[config.mk]
export PLATFORM = sky130hd
export DESIGN_NAME = contador_bcd_multidigito
export DESIGN_NICKNAME = d
export VERILOG_FILES = /design/src/rtl/contador_bcd_multidigito.sv
export SDC_FILE = /design/constraint.sdc
export NUM_CORES = 1
export LEC_CHECK = 0
export ABC_AREA = 1
export CORE_MARGIN = 3
export CORE_UTILIZATION = 59
export CTS_CLUSTER_DIAMETER = 60
export DETAILED_ROUTE_END_ITERATION = 16
export PLACE_DENSITY = 0.95
export SLEW_MARGIN = 25
export SYNTH_ARGS = -nofsm -noshare
export SYNTH_HDL_FRONTEND = slang
export SYNTH_SLANG_ARGS = --single-unit
[constraint.sdc]
create_clock -name iCLOCK -period 3.18 [get_ports iCLOCK]
set_input_delay 0.954 -clock iCLOCK [delete_from_list [all_inputs] [get_ports iCLOCK]]
set_output_delay 0.954 -clock iCLOCK [all_outputs]
set_load 0.01 [all_outputs]
[src/rtl/contador_bcd_multidigito.sv]
// Prescaled N-digit BCD up/down counter with load, clear, wrap/saturate mode
// and per-digit active-low 7-segment decode.
module contador_bcd_multidigito #(
   parameter int N_DIGITS = 4,
   parameter int PRESCALE = 25000000,
   parameter int WRAP     = 1
) (
   input  logic                    iCLOCK,
   input  logic                    iRESET_n,
   input  logic                    iENABLE,
   input  logic                    iUP_DOWN,
   input  logic                    iCLEAR,
   input  logic                    iLOAD,
   input  logic [4*N_DIGITS-1:0]   iLOAD_VALUE,
   output logic [4*N_DIGITS-1:0]   oCOUNT,
   output logic [7*N_DIGITS-1:0]   o7SEG,
   output logic                    oTICK,
   output logic                    oTC,
   output logic                    oSAT
);

   localparam int            PW     = (PRESCALE > 1) ? $clog2(PRESCALE) : 1;
   localparam logic [PW-1:0] P_LAST = PW'(PRESCALE - 1);

   logic [PW-1:0]           presc_reg;
   logic                    tick_reg;
   logic                    tc_reg;
   logic [4*N_DIGITS-1:0]   count_reg;

   logic [N_DIGITS:0]       nines_below;
   logic [N_DIGITS:0]       zeros_below;
   logic [4*N_DIGITS-1:0]   inc_value;
   logic [4*N_DIGITS-1:0]   dec_value;
   logic [4*N_DIGITS-1:0]   load_clamped;
   logic                    all_nines;
   logic                    all_zeros;
   logic                    presc_wrap;

   assign nines_below[0] = 1'b1;
   assign zeros_below[0] = 1'b1;

   // Ripple chain: a digit moves only when every lower digit is at its bound.
   generate
      for (genvar gi = 0; gi < N_DIGITS; gi++) begin : g_digit
         logic [3:0] digit;
         logic [3:0] load_digit;
         logic [6:0] seg_digit;

         assign digit      = count_reg[4*gi +: 4];
         assign load_digit = iLOAD_VALUE[4*gi +: 4];

         assign nines_below[gi+1] = nines_below[gi] & (digit == 4'd9);
         assign zeros_below[gi+1] = zeros_below[gi] & (digit == 4'd0);

         assign inc_value[4*gi +: 4] = !nines_below[gi] ? digit :
                                       (digit == 4'd9) ? 4'd0 : digit + 4'd1;
         assign dec_value[4*gi +: 4] = !zeros_below[gi] ? digit :
                                       (digit == 4'd0) ? 4'd9 : digit - 4'd1;
         assign load_clamped[4*gi +: 4] = (load_digit > 4'd9) ? 4'd9 : load_digit;

         always_comb begin
            case (digit)
               4'h0:    seg_digit = 7'b1000000;
               4'h1:    seg_digit = 7'b1111001;
               4'h2:    seg_digit = 7'b0100100;
               4'h3:    seg_digit = 7'b0110000;
               4'h4:    seg_digit = 7'b0011001;
               4'h5:    seg_digit = 7'b0010010;
               4'h6:    seg_digit = 7'b0000010;
               4'h7:    seg_digit = 7'b1111000;
               4'h8:    seg_digit = 7'b0000000;
               4'h9:    seg_digit = 7'b0010000;
               4'hA:    seg_digit = 7'b0001000;
               4'hB:    seg_digit = 7'b0000011;
               4'hC:    seg_digit = 7'b1000110;
               4'hD:    seg_digit = 7'b0100001;
               4'hE:    seg_digit = 7'b0000110;
               default: seg_digit = 7'b0001110;
            endcase
         end

         assign o7SEG[7*gi +: 7] = seg_digit;
      end
   endgenerate

   assign all_nines  = nines_below[N_DIGITS];
   assign all_zeros  = zeros_below[N_DIGITS];
   assign presc_wrap = iENABLE && (presc_reg == P_LAST);

   always_ff @(posedge iCLOCK or negedge iRESET_n) begin
      if (!iRESET_n) begin
         presc_reg <= '0;
         tick_reg  <= 1'b0;
         tc_reg    <= 1'b0;
         count_reg <= '0;
      end else if (iCLEAR) begin
         presc_reg <= '0;
         tick_reg  <= 1'b0;
         tc_reg    <= 1'b0;
         count_reg <= '0;
      end else begin
         tick_reg <= presc_wrap;
         tc_reg   <= 1'b0;
         if (iENABLE)
            presc_reg <= presc_wrap ? '0 : presc_reg + 1'b1;
         // A load wins over a coincident step; the prescaler keeps its phase.
         if (iLOAD) begin
            count_reg <= load_clamped;
         end else if (presc_wrap) begin
            if (iUP_DOWN) begin
               if (!all_nines) begin
                  count_reg <= inc_value;
               end else if (WRAP != 0) begin
                  count_reg <= '0;
                  tc_reg    <= 1'b1;
               end
            end else begin
               if (!all_zeros) begin
                  count_reg <= dec_value;
               end else if (WRAP != 0) begin
                  count_reg <= {N_DIGITS{4'd9}};
                  tc_reg    <= 1'b1;
               end
            end
         end
      end
   end

   assign oCOUNT = count_reg;
   assign oTICK  = tick_reg;
   assign oTC    = tc_reg;
   assign oSAT   = (WRAP == 0) && (iUP_DOWN ? all_nines : all_zeros);

endmodule

Word level (Yosys, flattened, before mapping)
Memories as Yosys holds them, arrays and structs flattened.
Cells that the tools add are included.
Storage, ports and cells
  flip-flop bits (word level): 43
  bits in latches: 0
  RAM bits: 0
  bits in read-only memories: 448
  input port bits: 22
  output and inout bits: 47
  word-level logic and storage cells: 85
  memories kept: 4
Operators by class
  $add $sub $neg: 9
  multiply operators: 0
  divide/modulo/power cells: 0
  magnitude comparators: 4
  equal/unequal tests: 8
  shift-type cells: 0
  mux-type cells: 34
  bitwise gates (word level): 6
  reductions and logical operators: 13
Memories
  (name not given): depth 16, width 7, read ports 1, clocked after memory_dff 0, wr ports 0, RTL line 62  | case (digit)
  (name not given): depth 16, width 7, read ports 1, clocked after memory_dff 0, wr ports 0, RTL line 62
  (name not given): depth 16, width 7, read ports 1, clocked after memory_dff 0, wr ports 0, RTL line 62
  (name not given): depth 16, width 7, read ports 1, clocked after memory_dff 0, wr ports 0, RTL line 62
Operators with widths (number)
  $mux W16: 6
  $mux W25: 3
  $mux W4: 18
  $add A25 B1 Y25 const B: 1
  $eq A25 B25 Y1 const B: 1
  $add A4 B1 Y4 const B: 4
  $eq A4 B4 Y1 const B: 4
  $gt A4 B4 Y1 const B: 4
  $logic_not A4 Y1: 4
  $sub A4 B1 Y4 const B: 4
  $ne A5 B1 Y1 const B: 3
  $reduce_bool A5 Y1: 3
  $reduce_and A3 Y1: 3
  $mux W1: 7
  $and A1 B1 Y1: 6
  $reduce_bool A3 Y1: 1
  $reduce_bool A2 Y1: 1
  $logic_and A1 B1 Y1: 1

Logic depth before layout (Yosys ltp)
  word-level depth: 9
  mapped depth: 13
  gate-level depth less buffers: 13

Worst setup path before layout
Ideal clock, no wire load.
  path kind: reg-to-output
  start point: register count_reg[5], in the netlist oCOUNT[5]
  end point: output port o7SEG[8]
  arrival time: 1.397 ns
  required time: 2.226 ns
  setup slack: 0.829 ns
  stages on the path, launching flop included: 5
  buffers on the path: 0
  cells stage by stage: dfrtp_1 -> inv_1 -> ha_1 -> inv_1 -> o32ai_1
Between the ends
  word-level cells in the longest chain between the ends: 1
RTL lines
  start, declared: RTL line 28  | logic [4*N_DIGITS-1:0] count_reg;
  start signal, assigned: RTL line 108  | count_reg <= load_clamped;
  start signal, assigned: RTL line 112  | count_reg <= inc_value;
  start signal, assigned: RTL line 119  | count_reg <= dec_value;
  $mem_v2 Z16 W7
  end, declared: RTL line 16  | output logic [7*N_DIGITS-1:0] o7SEG,
No other way between the ends.

Worst setup path after layout
  start point: register count_reg[0], in the netlist oCOUNT[0]
  end point: output port o7SEG[2]
The elaborated chain is that of the path after synthesis.

==> flow_summary.json <==
{
  "status": "complete, no violations",
  "nFillCells": 516,
  "antenna_found_initial": 0,
  "period_share_pct": 97.0,
  "synth_area_leaders": "dfrtp_1 26%, nand2_1 18%, nand3_1 8.0%",
  "ys_ff_latch": 43,
  "cp-end-kind": "primary output",
  "drt_iter0_drc": 391,
  "grt_pass1_wl_um": 19000,
  "critPathLaunchType": "register",
  "power_density_nw_per_um2": 400,
  "start_util_pct": 62.6,
  "grt.total_usage_pct": 29.7,
  "cp_num_buf_inv": 1,
  "syn_area_um2": 4110,
  "path_class": "reg -> out",
  "clk_latency_ns": 0.30,
  "clkTransAtPathRegs_ns": 0.08,
  "cts_buffers": 5,
  "fin_nets": 760,
  "cp_cell_sequence": "ha_1 -> or2_2 -> a21oi_1 -> clkdlybuf4s50_1",
  "die_height_um": 89.5,
  "slowest_delay_ns": 0.57,
  "busiest_layer": "met2",
  "grt_use_met1_pct": 44.6,
  "holdPathStages": 2,
  "synth_cells": 653,
  "grt_pass1_vias": 4139,
  "hpwl_um": 8630,
  "worstPathRequired_ns": 2.23,
  "grt_start_max_net_pins": 44,
  "fmax_ghz": 0.324,
  "cts_tree": "built",
  "fp-row-count": 29,
  "use_met2_pct": 46.2,
  "synth_edf_count": 0,
  "largest_reg_flops": 25,
  "slew_violations": 0,
  "io_pins": 69,
  "synth_common_cells": "195 x nand2_1, 78 x nor2_1, 66 x inv_1, 66 x nand3_1, 44 x o21ai_0",
  "synth_top_area_cell": "dfrtp_1",
  "fp.dieW_um": 89.5,
  "skew_ns": 0.00683,
  "vias": 4633,
  "yosysWarnings": 0,
  "root_buffer": "clkbuf_8",
  "power_frac_comb_pct": 45.7,
  "totalNegativeSetupSlack_ns": 0,
  "worst_ep_arrival_time_ns": 2.13,
  "worstHoldStart": "presc_reg[1]$_DFFE_PN0P_",
  "core-area_um2": 6570,
  "hold_viol": 0,
  "power_leakage_nw": 2.32,
  "max_cap_viol_count": 0,
  "hold_class": "reg -> reg",
  "rr_worst_depth": 11,
  "rsz0062_at_grt": "false",
  "first_pass_iters": 5,
  "worstMarginPinSlew_ns": 0.571,
  "htreeDepth": 2,
  "cts_max_path_buffers": 2,
  "cts_sinks": 43,
  "gr-usage-met3_pct": 3.23,
  "seq_area_frac_synth_pct": 26.2,
  "yosysMostFrequentCell": "nand2_1",
  "via_per_inst": 5.75,
  "reg2reg_from": "oCOUNT[0]$_DFFE_PN0P_",
  "worstHoldEndpoint": "presc_reg[1]$_DFFE_PN0P_",
  "syn_nets": 700,
  "r2r-end": "oCOUNT[14]$_DFFE_PN0P_",
  "p_sw_share_pct": 38.7,
  "ir_drop_v": 0.000313,
  "crit_path_max_fanout": 6,
  "internal-power_mw": 1.22,
  "setup_viol": 0,
  "async_flop_share_pct": 100,
  "drc": 0,
  "wl_per_cell_um": 14.3,
  "slew_headroom_pct": 62.0,
  "ys_types": 43,
  "sequentialPowerShare_pct": 32.8,
  "synth_top_cell_area_share_pct": 26.2,
  "grt_overflow": 0,
  "cp_slowest_cell": "clkdlybuf4s50_1",
  "avgSynthCellArea_um2": 6.30,
  "critical-path-top-delay-family": "buffers and inverters",
  "reg2reg_slack_ns": 1.33,
  "io_buffers": 67,
  "drive_gt1_share_pct": 7.43,
  "wl_um": 11500,
  "post-route-min-period_ns": 3.08,
  "die_area_um2": 8010,
  "insertedDiodeCount": 0,
  "holdWs_ns": 0.513,
  "p_switching_mw": 0.768,
  "area_growth_pct": 20.5,
  "final_antenna_net_count": 0,
  "gp_congestion": 0.957,
  "ys.flop_type": "dfrtp_1",
  "p_clk_share_pct": 21.5
}
==> worst max-delay path by stage <==
stage	from	endpoint	cells past startpoint
floorplan	oCOUNT[5]$_DFFE_PN0P_	o7SEG[8]	4
detailed placement	oCOUNT[1]$_DFFE_PN0P_	o7SEG[2]	5
global route	oCOUNT[4]$_DFFE_PN0P_	o7SEG[10]	6
global placement	oCOUNT[1]$_DFFE_PN0P_	o7SEG[2]	5
finish	oCOUNT[0]$_DFFE_PN0P_	o7SEG[2]	4
CTS	oCOUNT[13]$_DFFE_PN0P_	o7SEG[24]	6
==> per-layer routing <==
layer | vias to the layer above | share of wire, %
met1 | 2109 | 44
met4 | 0 | 1.1
met3 | 18 | 9.7
met5 | - | 0
li1 | 2237 | -
met2 | 269 | 45
==> logic make-up after synthesis <==
kind of cell,Yosys count,synth area share [%]
simple gates,384,40.9
buf+inv,94,9.61
compound gates,91,12.4
flops,43,26.2
fa+ha+maj,25,7.60
xor+xnor,15,3.19
other cells,1,0.0912
==> through the flow <==
| stage | std cells | instance area [µm²] | setup slack, ns | utilization [%] | power (mW) |
|---|---|---|---|---|---|
| after global routing | 806 | 4960 | 0.0145 | 75.5 | 2.11 |
| after global placement | 798 | 4820 | 0.359 | 73.4 | 1.52 |
| after detailed placement | 798 | 4820 | 0.311 | 73.4 | 1.54 |
| final | 806 | 4960 | 0.0968 | 75.5 | 1.98 |
| after CTS | 805 | 4920 | 0.0128 | 75.0 | 1.97 |
| after floorplan | 653 | 4110 | 0.829 | - | 1.16 |
==> cells in the final DEF (no fill, tap or decap), types with 2 or more instances in the layout <==
cell type	n
nand2_1	195
nor2_1	78
nand3_1	65
clkdlybuf4s50_1	63
inv_1	61
o21ai_0	44
dfrtp_1	36
ha_1	25
a21oi_1	19
xor2_1	12
nand4_1	12
inv_2	11
o21ai_1	8
buf_4	8
nor2_2	7
dfrtp_2	7
nor3_1	6
nand2_4	5
clkbuf_8	5
o211ai_1	4
nor2_4	3
nor3b_1	3
xnor2_1	3
dlymetal6s2s_1	3
nand3_2	2
o31ai_1	2
o311ai_0	2
o221ai_1	2
o2111ai_1	2
a31oi_1	2
and3_1	2
and2_1	2
==> tightest hold or removal path, delay by kind of cell (launching register included) <==
family	cells	cell delay [ns]
simple gates	2	0.11
flops	1	0.37
==> timing repair <==
action	4_1_cts	5_1_grt
setup buffers	0	1
endpoints found under the setup margin	3	21
gates resized for setup	2	15
hold buffers	0	0
==> layout make-up <==
class	count	area [µm²]	share of cell area, %
multi-input cells	516	2650	53.5
flip-flops and latches	43	1080	21.9
repair buffers	74	728	14.7
inverters	73	274	5.53
well taps	93	116	2.35
clock buffers	6	72.6	1.46
clock inverters	1	30.0	0.606
==> power groups by stage <==
stage	logic, mW	clock network (mW)	registers (mW)
global placement	0.868	0	0.654
CTS	0.892	0.434	0.646
detailed placement	0.886	0	0.656
global route	1.00	0.449	0.659
finish	0.906	0.426	0.651
floorplan	0.522	0	0.643
(Power assumes the default switching activity.)
